## src/rtl/dm_arb_pkg.sv

```systemverilog
// Shared definitions for the data-memory arbiter: parameter defaults and
// the encoding of the port that owns the memory in a given cycle.
package dm_arb_pkg;

  localparam int ADDR_W_DEF       = 8;
  localparam int DATA_W_DEF       = 32;
  localparam int VGA_MAX_WAIT_DEF = 4;

  typedef enum logic [1:0] {
    SEL_NONE = 2'd0,
    SEL_CPU  = 2'd1,
    SEL_VGA  = 2'd2
  } sel_e;

endpackage

```

## src/rtl/dm_arb_rport.sv

```systemverilog
// Read-return register: captures memory read data for one port and
// raises a one-cycle valid pulse on the following cycle.
module dm_arb_rport #(
  parameter int DATA_W = 32
) (
  input  logic              CLK,
  input  logic              RST_N,
  input  logic              CAP,
  input  logic [DATA_W-1:0] DIN,
  output logic [DATA_W-1:0] RD,
  output logic              RVALID
);

  // NOTE: reset is sampled on the clock edge only, and all state updates use
  // non-blocking assignments so every register sees pre-edge values.
  always_ff @(posedge CLK) begin
    if (!RST_N) begin
      RD     <= '0;
      RVALID <= 1'b0;
    end else begin
      RVALID <= CAP;
      if (CAP) RD <= DIN;
    end
  end

endmodule

```

## src/rtl/dm_arbiter.sv

```systemverilog
// Two-port arbiter sharing the data memory between the CPU load/store unit
// and the VGA fetcher, with starvation protection for the VGA side.
module dm_arbiter
  import dm_arb_pkg::*;
#(
  parameter int ADDR_W       = ADDR_W_DEF,
  parameter int DATA_W       = DATA_W_DEF,
  parameter int VGA_MAX_WAIT = VGA_MAX_WAIT_DEF
) (
  input  logic              CLK,
  input  logic              RST_N,
  input  logic              CPU_REQ,
  input  logic              CPU_WE,
  input  logic [ADDR_W-1:0] CPU_ADDR,
  input  logic [DATA_W-1:0] CPU_WD,
  output logic              CPU_GNT,
  output logic              CPU_RVALID,
  output logic [DATA_W-1:0] CPU_RD,
  input  logic              VGA_REQ,
  input  logic [ADDR_W-1:0] VGA_ADDR,
  output logic              VGA_GNT,
  output logic              VGA_RVALID,
  output logic [DATA_W-1:0] VGA_RD,
  output logic              DM_WE,
  output logic [31:0]       DM_A,
  output logic [DATA_W-1:0] DM_WD,
  input  logic [DATA_W-1:0] DM_RD
);

  localparam int CNT_W = $clog2(VGA_MAX_WAIT + 1);
  localparam logic [CNT_W-1:0] CNT_MAX = CNT_W'(VGA_MAX_WAIT);

  sel_e              sel;
  logic              prio_vga;
  logic [CNT_W-1:0]  wait_cnt;
  logic [CNT_W-1:0]  cnt_inc;
  logic [ADDR_W-1:0] last_a;
  logic [ADDR_W-1:0] dm_a_w;

  // NOTE: every signal assigned in always_comb gets a default first, so no
  // path through the block can leave it unassigned and infer a latch.
  always_comb begin
    sel = SEL_NONE;
    if (RST_N) begin
      if (CPU_REQ && !(VGA_REQ && prio_vga)) sel = SEL_CPU;
      else if (VGA_REQ)                      sel = SEL_VGA;
    end
  end

  assign CPU_GNT = (sel == SEL_CPU);
  assign VGA_GNT = (sel == SEL_VGA);

  always_comb begin
    cnt_inc = (wait_cnt == CNT_MAX) ? wait_cnt : wait_cnt + CNT_W'(1);
  end

  always_ff @(posedge CLK) begin
    if (!RST_N) begin
      wait_cnt <= '0;
      prio_vga <= 1'b0;
    end else if (VGA_GNT) begin
      wait_cnt <= '0;
      prio_vga <= 1'b0;
    end else if (VGA_REQ) begin
      wait_cnt <= cnt_inc;
      if (cnt_inc == CNT_MAX) prio_vga <= 1'b1;
    end
  end

  // With no grant the address bus parks on the last driven address.
  always_comb begin
    unique case (sel)
      SEL_CPU: dm_a_w = CPU_ADDR;
      SEL_VGA: dm_a_w = VGA_ADDR;
      default: dm_a_w = last_a;
    endcase
  end

  always_ff @(posedge CLK) begin
    if (!RST_N) last_a <= '0;
    else        last_a <= dm_a_w;
  end

  assign DM_A  = {{(32 - ADDR_W){1'b0}}, dm_a_w};
  assign DM_WE = CPU_GNT & CPU_WE;
  assign DM_WD = CPU_WD;

  dm_arb_rport #(.DATA_W(DATA_W)) u_cpu_rport (
    .CLK    (CLK),
    .RST_N  (RST_N),
    .CAP    (CPU_GNT & ~CPU_WE),
    .DIN    (DM_RD),
    .RD     (CPU_RD),
    .RVALID (CPU_RVALID)
  );

  dm_arb_rport #(.DATA_W(DATA_W)) u_vga_rport (
    .CLK    (CLK),
    .RST_N  (RST_N),
    .CAP    (VGA_GNT),
    .DIN    (DM_RD),
    .RD     (VGA_RD),
    .RVALID (VGA_RVALID)
  );

endmodule
```

## config.mk

```make
export PLATFORM = sky130hd
export DESIGN_NAME = dm_arbiter
export DESIGN_NICKNAME = d
export VERILOG_FILES = /design/src/rtl/dm_arb_pkg.sv /design/src/rtl/dm_arb_rport.sv /design/src/rtl/dm_arbiter.sv
export SDC_FILE = /design/constraint.sdc
export NUM_CORES = 1
export LEC_CHECK = 0
export BUFFER_PORTS_ARGS = -buffer_cell sky130_fd_sc_hd__buf_2
export CORE_AREA = 4 4 68 132
export DETAILED_ROUTE_END_ITERATION = 16
export DIE_AREA = 0 0 72 136
export PLACE_DENSITY = 0.94
export SYNTH_ARGS = -nofsm -noshare
export SYNTH_HDL_FRONTEND = slang
export SYNTH_HIERARCHICAL = 1
export SYNTH_SLANG_ARGS = --single-unit
```

## constraint.sdc

```tcl
create_clock -name CLK -period 5.7 [get_ports CLK]
set_input_delay 1.14 -clock CLK [delete_from_list [all_inputs] [get_ports CLK]]
set_output_delay 1.14 -clock CLK [all_outputs]
set_load 0.02 [all_outputs]
```

=== Yosys cells after proc, flatten, opt, wreduce, memory -nomap -nowiden ===
Cells that the tools add are included.

* Flip-flop bits (word level): 78
* Input bits: 85
* Output and inout port bits: 133
* Logic and storage cells: 26

* $add $sub $neg: 1
* Equality and inequality tests: 4
* Muxes and demuxes: 5
* Bitwise logic cells: 4
* Reduce and logical (&&, ||, !) cells: 5

{| class="wikitable"
|+ Operators with widths
! kind !! number
|-
| $pmux 8 s2 || 1
|-
| $eq 3x3->1 const B || 2
|-
| $mux 2 || 3
|-
| $add 3x1->3 const B || 1
|-
| $mux 3 || 1
|-
| $and 1x1->1 || 2
|-
| $eq 2x1->1 const B || 1
|-
| $eq 2x2->1 const B || 1
|-
| $logic_and 1x1->1 || 2
|-
| $not 1->1 || 2
|-
| $reduce_and 2->1 || 1
|-
| $reduce_or 2->1 || 1
|-
| $logic_not 1->1 || 1
|}

=== Logic depth before layout (Yosys ltp) ===
Gate-level depths: netlist of the first run.

* Depth after elaboration: 7
* Mapped depth: 9
* Mapped depth without buffers: 7

=== By module ===
The synthesis of the first run kept the hierarchy.

{| class="wikitable"
|+ By module, submodules not included
! module !! instances !! cells an instance !! area an instance (µm²) !! seq. area each (µm²)
|-
| dm_arb_rport || 2 || 105 || 1270.0 || 660.6
|-
| dm_arbiter || 1 || 137 || 1126.1 || 240.2
|}

=== Worst setup path before layout of the first run ===
Ideal clock, no wire load.

* Kind: in2out
* Start: input port RST_N
* End: output port DM_A[1]
* Arrival time: 2597 ps
* Required time: 4560 ps
* Slack: 1963 ps
* Cell stages on the path: 6
* Path buffers: 2
* Path through: clkbuf_1 > and3_1 > ha_1 > buf_2 > a22oi_1 > o21ai_0

* Cells in the longest elaborated chain, start to end: 3
* Elaborated cells on any way between the ends: 4
* Classes of those cells: eq/ne (2); mux (2)

{| class="wikitable"
|+ Ends and longest elaborated chain
! what !! line !! RTL
|-
| start, declared || dm_arbiter.sv:11 || <nowiki>input logic RST_N,</nowiki>
|-
| $mux 2 || dm_arbiter.sv:44 || <nowiki>if (RST_N) begin</nowiki>
|-
| $eq 2x1->1 || - ||
|-
| net CPU_GNT || dm_arbiter.sv:16 || <nowiki>output logic CPU_GNT,</nowiki>
|-
| $pmux 8 s2 || dm_arbiter.sv:72 || <nowiki>unique case (sel)</nowiki>
|-
| end, declared || dm_arbiter.sv:25 || <nowiki>output logic [31:0] DM_A,</nowiki>
|}

The timed path passes the listed nets, and every way through them passes these cells.

=== Final worst setup path of the first run ===
* Start: input port RST_N
* End: output port DM_A[6]

* Cells in the longest elaborated chain, start to end: 3
* Elaborated cells on any way between the ends: 4
* Classes of those cells: eq/ne (2); mux (2)

{| class="wikitable"
|+ Ends and longest elaborated chain
! what !! line
|-
| $mux 2 * || dm_arbiter.sv:44
|-
| $eq 2x2->1 or $eq 2x1->1 (tied branches) || dm_arbiter.sv:72
|-
| $pmux 8 s2 * || dm_arbiter.sv:72
|}

Every way passes the cells marked *; elsewhere a longest branch is shown, timed or not.

==> results.cfg, run 1 <==
[cts]
htree_levels = 3
cts_setup_buffers = 0
clkLatencyLatePin_ns = 0.33
holdBufCountCts = 0
path_clk_slew_ns = 0.05
clockRootBuffer = clkbuf_16
clk_path_buf_depth = 2
cts_tree = built
cts.sinks = 78
numCtsBuffers = 9
cts_resized = 0

[drt]
ant_nets = 0
drc = 0
dr.first_iter.drc_count = 86
firstDrtPassIters = 4
avgViaCountPerCell = 4.761
vias = 2571
wl_per_cell_um = 15.55
routed_wl_um = 8399

[finish]
n_antenna_cell = 0
num-fill-cells = 700
final_nets = 528
layout_commonest_cell = buf_2
drive_gt1_frac = 0.3581
final_cell_mix = buf_2 (129), dfxtp_1 (78), mux2i_1 (66)
synthToLayoutAreaGrowth_pct = 15.09

[yosys]
yosysSeqAreaShare = 0.4259
netlist_instances = 347
syn_area_um2 = 3666
postSynthAreaPerCell_um2 = 10.56
ys_seq_elements = 78
ys_types = 30
yosysWarnings = 6

[worst_setup_path]
critPathArrivalTime_ns = 3.16
crit_path_frequent_cell = buf_2
cpMaxStageDelayCell = ha_2
r2r_slack_ns = 3.27
critPathLaunchType = input pin
cp_max_fo = 39
crit_chain = buf_2 > nand2_1 > a21o_1 > inv_1 > ha_2 > a22oi_1 > o21ai_0 > buf_2
r2r_end = u_cpu_rport/RD[9]
r2r_cells = 7
worstPathRequired_ns = 4.56
max_stage_delay_ns = 0.60
endpoint = DM_A[6]
endpoint_kind = output port
crit_start = RST_N
crit_type = in2out
worstReg2RegStart = prio_vga

[sta]
min_period_ns = 4.298
setup_viol = 0
fin_crit_sh = 0.7541
worst_pin_slew_ns = 0.6569
final_hold_viol_count = 0
slew_headroom = 0.5621
clock-skew-final_ns = 0.005351
slew_viol_final = 0
setup_tns_ns = 0
rsz0062_at_grt = no
max_freq_ghz = 0.2326

[pwr]
p_sw_frac = 0.2691
power_mw = 1.271
cellPowerDensity_nw_per_um2 = 301.4
internal-power_mw = 0.9294
p_leak_nw = 1.870
p_clk_frac = 0.415
ir_worst_vdd_mv = 0.1573
power_frac_comb = 0.132
seqPwrFrac = 0.453
p_sw_mw = 0.3421

[floorplanning]
die-area_um2 = 9792
fp.coreArea_um2 = 7943
num_io_pins = 218
rows = 46
die_y_um = 136
die_x_um = 72
start_util = 0.4616

[flow_run]
drv_cap = 0

[placed_design]
dp_hpwl_um = 6472
gp_congestion = 0.7493
io_buffers = 129

[worst_hold_path]
hold_class = reg2reg

[grt]
grt_pass1_wl_um = 12920
grt_start_max_net_pins = 41
grt_pass1_vias = 2749
grtUsageTotal = 0.1721
grt_overflow = 0
antenna_found_initial = 0

[status]
status = completed
[cells by family after synthesis]
logic type / share of synthesized area
buffers and inverters: 0.1724
DFF: 0.4259
and+or+nand+nor: 0.1631
muxes: 0.1802
adders and majority gates: 0.01365
other: 0.001023
xor gates and xnor gates: 0.002390
AOI/OAI and AO/OA: 0.04130
[worst min-delay path by stage]
stage,depth (start not counted),endpoint,from
6_report,2,u_vga_rport/RD[19],u_vga_rport/RD[19]
5_1_grt,2,u_vga_rport/RD[10],u_vga_rport/RD[10]
4_1_cts,2,u_vga_rport/RD[19],u_vga_rport/RD[19]
3_5_place_dp,2,u_vga_rport/RD[19],u_vga_rport/RD[19]
3_3_place_gp,2,u_cpu_rport/RD[5],u_cpu_rport/RD[5]
2_1_floorplan,2,prio_vga,prio_vga
[synth_stat cells (all sizes together)]
master  count  share of area
clkbuf      7         0.0072
nor3b       1         0.0034
nor2b      66           0.11
and4b       1         0.0031
nor2        2         0.0020
xnor2       1         0.0024
mux2i      66           0.18
nand2      11          0.011
ha          4          0.014
dfxtp      78           0.43
nand2b      1         0.0017
nand3b      1         0.0020
inv         5         0.0051
and2b       1         0.0024
and3        1         0.0017
nor3        2         0.0041
buf        67           0.16
a21o        1         0.0020
conb        1         0.0010
o21ai       8          0.014
a21boi      1         0.0031
a22oi       8          0.016
and2       11          0.019
a21oi       1         0.0014
o32ai       1         0.0044
[critical path: cells and delay by family]
kind	cells	cell delay [ns]
AO/OA/AOI/OAI	3	0.62
adder cells (fa/ha/maj)	1	0.60
buffers and inverters	3	0.68
AND/OR/NAND/NOR	1	0.10
[state kept, by name, summed over array words and instances (netlist names)]
name and cells:
u_cpu_rport/RVALID 1, u_cpu_rport/RD 32, u_vga_rport/RD 32, prio_vga 1, u_vga_rport/RVALID 1, last_a 8
wait_cnt 3
[power by group through the flow]
stage               registers (mW)  clock network [mW]  logic [mW]
floorplan                    0.606                   0       0.146
global placement             0.587                   0       0.163
detailed placement           0.588                   0       0.168
CTS                          0.576               0.547       0.168
global route                 0.578               0.564       0.182
finish                       0.576               0.528       0.168
[final cells by class]
cell class                      count  area (µm²)  area share
Clock buffer                        9       225.2     0.05338
Clock inverter                      7       56.30     0.01335
Inverter                            5       18.77    0.004448
Multi-Input combinational cell    213        1569      0.3719
Sequential cell                    78        1562      0.3701
Tap cell                           96       120.1     0.02847
Timing Repair Buffer              132       668.1      0.1584
[stage by stage]
stage	std cells	hold WS (ns)	setup WS, ns	instance area (µm²)	util
after floorplan	370	0.4667	1.963	3752	-
after global routing	540	0.5310	1.180	4219	0.5312
after CTS	540	0.5122	1.394	4219	0.5312
after global placement	524	0.4912	1.480	3938	0.4957
after detailed placement	524	0.4967	1.393	3938	0.4957
final	540	0.5043	1.402	4219	0.5312
[layer usage]
metal | track usage | wire [µm] | vias to the layer above
met2 | 0.3176 | 4753 | 104
met1 | 0.1448 | 2521 | 1165
li1 | - | - | 1240
met3 | 0.03405 | 503 | 62
met4 | 0.1642 | 620 | 0
met5 | 0 | 0 | -
Power figures use the tool's default switching activity.
==> inputs of run 2 (changes only) <==
Settings changed: CORE_AREA 4 4 68 132 to 4 4 70 137, DIE_AREA 0 0 72 136 to 0 0 74 141, PLACE_DENSITY 0.94 to 0.89.
Clock period 5.7 ns to 3.99 ns, I/O delays scaled along.
==> run 2 against run 1 <==
Compared with the run above:
- non-clock buffer count stayed put
- cell area is 1.7% higher
- clock skew hardly changed
- clock-buffer cell count is 2 higher
- sequential share of layout area is 0.64 points lower
- first-iteration DRC count is 35% higher
- total power is 55% higher
- wire length is 2.3% lower
- combinational power is 43% higher
- highest routed layer unchanged
- critical endpoint is now DM_A[2]
- register-to-register slack worse by 1.5 ns
- core utilization is 3.1 points lower
==> results.cfg, run 2 (synthesis results as in run 1) <==
[drt]
dr_wl_met2_um = 4875
avgViaCountPerCell = 4.702
dr.first_iter.drc_count = 116
ant_nets = 0
wl_per_cell_um = 15.10
dr.max_layer_used = met4
met1Wirelength_um = 2399
routed_wl_um = 8202
vias = 2553
met3WireLength_um = 547
firstDrtPassIters = 4
drc = 0

[placed_design]
gp_congestion = 0.7775
dp_hpwl_um = 6355
place.detailed.instances = 528
io_buffers = 129
dp_slack_ns = 0.8038

[cts]
path_clk_slew_ns = 0.05
clk_path_buf_depth = 2
cts.sinks = 78
numCtsBuffers = 9
holdBufCountCts = 0
htree_levels = 3
cts_tree = built
clkLatencyLatePin_ns = 0.32
clockRootBuffer = clkbuf_16
cts_setup_buffers = 0
cts_resized = 0

[finish]
synthToLayoutAreaGrowth_pct = 17.10
drive_gt1_frac = 0.3544
num-fill-cells = 784
layout_commonest_cell = buf_2
stdcell_count = 543
final_util = 0.4999
final_nets = 528
n_antenna_cell = 0
top_regs = u_cpu_rport/RD (32), u_vga_rport/RD (32), last_a (8)
final_cell_mix = buf_2 (129), dfxtp_1 (78), mux2i_1 (66)

[worst_setup_path]
worstPathRequired_ns = 3.19
worstReg2RegStart = prio_vga
crit_type = in2out
crit_path_frequent_cell = buf_2
cp_max_fo = 20
critPathLaunchType = input pin
r2r_end = u_cpu_rport/RD[21]
cpMaxStageDelayCell = ha_2
endpoint_kind = output port
r2r_slack_ns = 1.73
max_stage_delay_ns = 0.39
critPathArrivalTime_ns = 2.43
r2r_cells = 7
crit_chain = buf_2 > nand2_1 > a21o_1 > inv_1 > ha_2 > a22oi_1 > o21ai_0 > buf_2

[sta]
fin_crit_sh = 0.8084
setup_viol = 0
clock-skew-final_ns = 0.004952
final_hold_viol_count = 0
min_period_ns = 3.226
timing.final.ws_setup_ns = 0.7645
setup_tns_ns = 0
max_freq_ghz = 0.3100
rsz0062_at_grt = no
worst_pin_slew_ns = 0.6655
slew_viol_final = 0
slew_headroom = 0.5554

[worst_hold_path]
hold_class = reg2reg
worstHoldPathCells = 2
holdPathEnd = u_vga_rport/RD[10]
min_from = u_vga_rport/RD[10]

[pwr]
cellPowerDensity_nw_per_um2 = 459.5
power_mw = 1.973
ir_worst_vdd_mv = 0.4081
p_leak_nw = 1.914

[grt]
grt_start_max_net_pins = 60
grt_pass1_wl_um = 12680
grt_overflow = 0
grtUsageTotal = 0.1599
antenna_found_initial = 0
grt_pass1_vias = 2607

[floorplanning]
rows = 48
start_util = 0.4269
fp.coreArea_um2 = 8588
num_io_pins = 218
die_y_um = 141
die_x_um = 74
die-area_um2 = 10430

[status]
status = completed

[flow_run]
drv_cap = 0
## run 2: cell count changes in the layout (fill, tap and decap cells not counted), sizes merged
cell      before  now
inv            7    5
clkbuf         9   11
bufinv         0    3
clkinvlp       4    0
## run 2: report_power, final
group          switching, mW  internal [mW]
Combinational          0.145         0.0953
Clock                  0.286          0.623
Sequential            0.0150          0.808
Total                  0.446           1.53
## run 2: cell type report
| cell class | instances | area (µm²) | share of cell area |
|---|---|---|---|
| multi-input combinational | 213 | 1569 | 0.3655 |
| clock buffer | 11 | 242.7 | 0.05654 |
| inverter | 5 | 18.77 | 0.004372 |
| clock inverter | 4 | 95.09 | 0.02215 |
| timing repair buffer | 132 | 680.7 | 0.1586 |
| sequential | 78 | 1562 | 0.3637 |
| tap | 100 | 125.1 | 0.02915 |
## run 2: worst max-delay path by stage
stage | cells after the start | startpoint | slack [ns] | endpoint
after floorplan | 6 | RST_N | 0.94 | DM_A[1]
after global placement | 8 | RST_N | 0.94 | DM_A[1]
after detailed placement | 8 | RST_N | 0.80 | DM_A[2]
after CTS | 8 | RST_N | 0.81 | DM_A[2]
after global routing | 8 | RST_N | 0.56 | DM_A[2]
final | 8 | RST_N | 0.76 | DM_A[2]
## run 2: critical path, delay by kind of cell
kind            cells  cell delay [ns]
compound gates      3             0.59
fa+ha+maj           1             0.39
simple gates        1             0.09
buf+inv             3             0.55
## run 2: layer usage
metal | track usage | vias to the layer above
li1 | - | 1244
met1 | 0.1355 | 1170
met2 | 0.3052 | 106
met3 | 0.04283 | 33
met4 | 0.1012 | 0
met5 | 0 | -
## run 2: through the flow
| step | cell area [µm²] | hold WS, ns |
|---|---|---|
| 2_1_floorplan | 3752 | 0.4667 |
| 3_3_place_gp | 3955 | 0.4900 |
| 3_5_place_dp | 3955 | 0.4972 |
| 4_1_cts | 4293 | 0.5125 |
| 5_1_grt | 4293 | 0.5201 |
| 6_report | 4293 | 0.5063 |
==> inputs of run 3 (changes only) <==
Settings changed: ABC_AREA set to 1, CORE_AREA 4 4 70 137 to 4 4 71 139, DIE_AREA 0 0 74 141 to 0 0 75 143.
Clock period 3.99 ns to 3.04 ns, I/O delays scaled along.
==> run 3 against run 2 <==
Compared with the run above:
- wire length rose by 8.8%
- cell area rose by 3.5%
- register-to-register slack got worse by 0.82 ns
- core utilization barely moved
- area after synthesis rose by 4.1%
- first-iteration DRC count did not move
- final cell count rose by 40%
- flip-flop and latch count did not move
- clock-buffer cell count fell by 2
- largest cell class is now registers
- highest routed layer unchanged
==> results.cfg, run 3 <==
[status]
status = completed

[placed_design]
placed_area_um2 = 4095
io_buffers = 129
dp_hpwl_um = 6516
place.detailed.instances = 743
dp_slack_ns = 0.2978
gp_congestion = 0.8852

[drt]
firstDrtPassIters = 4
avgViaCountPerCell = 4.303
met1Wirelength_um = 3022
drc = 0
wl_per_cell_um = 11.74
dr_wl_met2_um = 4449
ant_nets = 0
dr.first_iter.drc_count = 116
met3WireLength_um = 665
routed_wl_um = 8921
dr.max_layer_used = met4
vias = 3270

[pwr]
internal-power_mw = 2.020
p_clk_frac = 0.449
p_leak_nw = 2.543
seqPwrFrac = 0.403
ir_worst_vdd_mv = 0.4559
p_sw_mw = 0.7153
power_frac_comb = 0.148
cellPowerDensity_nw_per_um2 = 615.7
p_sw_frac = 0.2615

[worst_setup_path]
worstPathRequired_ns = 2.43
path_buf_inv = 4
max_stage_delay_ns = 0.41
crit_path_frequent_cell = buf_2
r2r_slack_ns = 0.91
critPathArrivalTime_ns = 2.15
crit_start = CPU_REQ
endpoint_kind = output port
cpMaxStageDelayCell = ha_1
critPathLaunchType = input pin
crit_chain = buf_2 > a21boi_0 > nor3_1 > inv_1 > ha_1 > inv_2 > nor2_1 > a21oi_1 > buf_2
cp_max_fo = 9
path_delay_family = buffers and inverters
r2r_end = wait_cnt[0]
worstReg2RegStart = prio_vga
r2r_cells = 8
crit_type = in2out

[yosys]
async_flop_share = 0
synthFlopType = dfxtp_1
yosysMostFrequentCell = nand2_1
ys_top_cells_by_count = nand2_1 (147), nor2_1 (141), dfxtp_1 (78)
synth.top_cell.area_share = 0.4092
netlist_instances = 566
syn_area_um2 = 3816
yosysTopAreaCell = dfxtp_1
synth_area_leaders = dfxtp_1 (41%), nand2_1 (14%), nor2_1 (14%)
yosysWarnings = 6
yosysSeqAreaShare = 0.4092
ys_types = 18
postSynthAreaPerCell_um2 = 6.742
synth_edf_count = 0
ys_seq_elements = 78

[grt]
grt_start_max_net_pins = 75
grt_pass1_wl_um = 13560
antenna_found_initial = 1
grtUsageTotal = 0.1675
grt_overflow = 0
grt_pass1_vias = 2904

[sta]
slew_viol_final = 0
rsz0062_at_grt = no
max_freq_ghz = 0.3620
timing.final.ws_setup_ns = 0.2777
setup_viol = 0
worst_pin_slew_ns = 0.7599
timing.hold.ws_ns = 0.4490
clock-skew-final_ns = 0.006899
final_hold_viol_count = 0
min_period_ns = 2.762
slew_headroom = 0.4934
fin_crit_sh = 0.9086
setup_tns_ns = 0

[cts]
clockRootBuffer = clkbuf_16
path_clk_slew_ns = 0.06
clk_path_buf_depth = 2
holdBufCountCts = 0
cts.sinks = 78
clkLatencyLatePin_ns = 0.33
numCtsBuffers = 9
cts_resized = 0
htree_levels = 3
cts_setup_buffers = 0
cts_tree = built

[finish]
final_cell_mix = nand2_1 (147), nor2_1 (140), buf_2 (129)
layout_commonest_cell = nand2_1
top_regs = u_cpu_rport/RD (32), u_vga_rport/RD (32), last_a (8)
final_cell_area_um2 = 4443
final_nets = 741
drive_gt1_frac = 0.2466
stdcell_count = 760
synthToLayoutAreaGrowth_pct = 16.43

[worst_hold_path]
hold_class = reg2reg
holdPathEnd = prio_vga
worstHoldPathCells = 2
min_from = prio_vga

[floorplanning]
start_util = 0.4293
die_y_um = 143
die-area_um2 = 10730
fp.coreArea_um2 = 8890
die_x_um = 75
num_io_pins = 218
rows = 49

[flow_run]
drv_cap = 0
[run 3: routing by layer]
metal	vias up	global-route usage
li1	1728	-
met1	1357	0.1628
met2	123	0.2751
met3	62	0.03805
met4	0	0.1614
met5	-	0
[run 3: tightest hold or removal path, stage by stage, from the launching register on]
cell,delay [ns]
dfxtp_1,0.31
inv_1,0.05
a21oi_1,0.05
[run 3: logic make-up after synthesis]
group	count (synthesis)	synth area share
adder cells (fa/ha/maj)	4	0.01312
other	1	0.0009827
flip-flops	78	0.4092
AND/OR/NAND/NOR	300	0.3052
buffers and inverters	159	0.2393
AO/OA/AOI/OAI	24	0.03213
[run 3: stage by stage]
stage	power (mW)	utilization
CTS	2.771	0.4995
global placement	1.524	0.4607
finish	2.735	0.4998
floorplan	1.493	-
detailed placement	1.532	0.4607
global route	2.875	0.4998
[run 3: cell type report]
type / instances / area (µm²)
tap: 102 / 127.6
sequential: 78 / 1562
multi-input combinational: 352 / 1438
clock inverter: 7 / 120.1
timing repair buffer: 133 / 675.6
inverter: 78 / 292.8
antenna: 1 / 2.502
fill: 913 / 4447
clock buffer: 9 / 225.2
[run 3: power by group through the flow]
stage / Sequential [mW] / Clock (mW) / Combinational (mW)
final: 1.10 / 1.23 / 0.406
after global routing: 1.11 / 1.31 / 0.454
after CTS: 1.10 / 1.26 / 0.409
after detailed placement: 1.12 / 0 / 0.407
after global placement: 1.12 / 0 / 0.400
after floorplan: 1.18 / 0 / 0.316
[run 3: worst max-delay path by stage]
stage                     cells after the start  endpoint
after floorplan                               6   DM_A[0]
after CTS                                     9   DM_A[1]
after global placement                        9   DM_A[2]
after detailed placement                      9   DM_A[4]
final                                         9   DM_A[1]
after global routing                          9   DM_A[2]
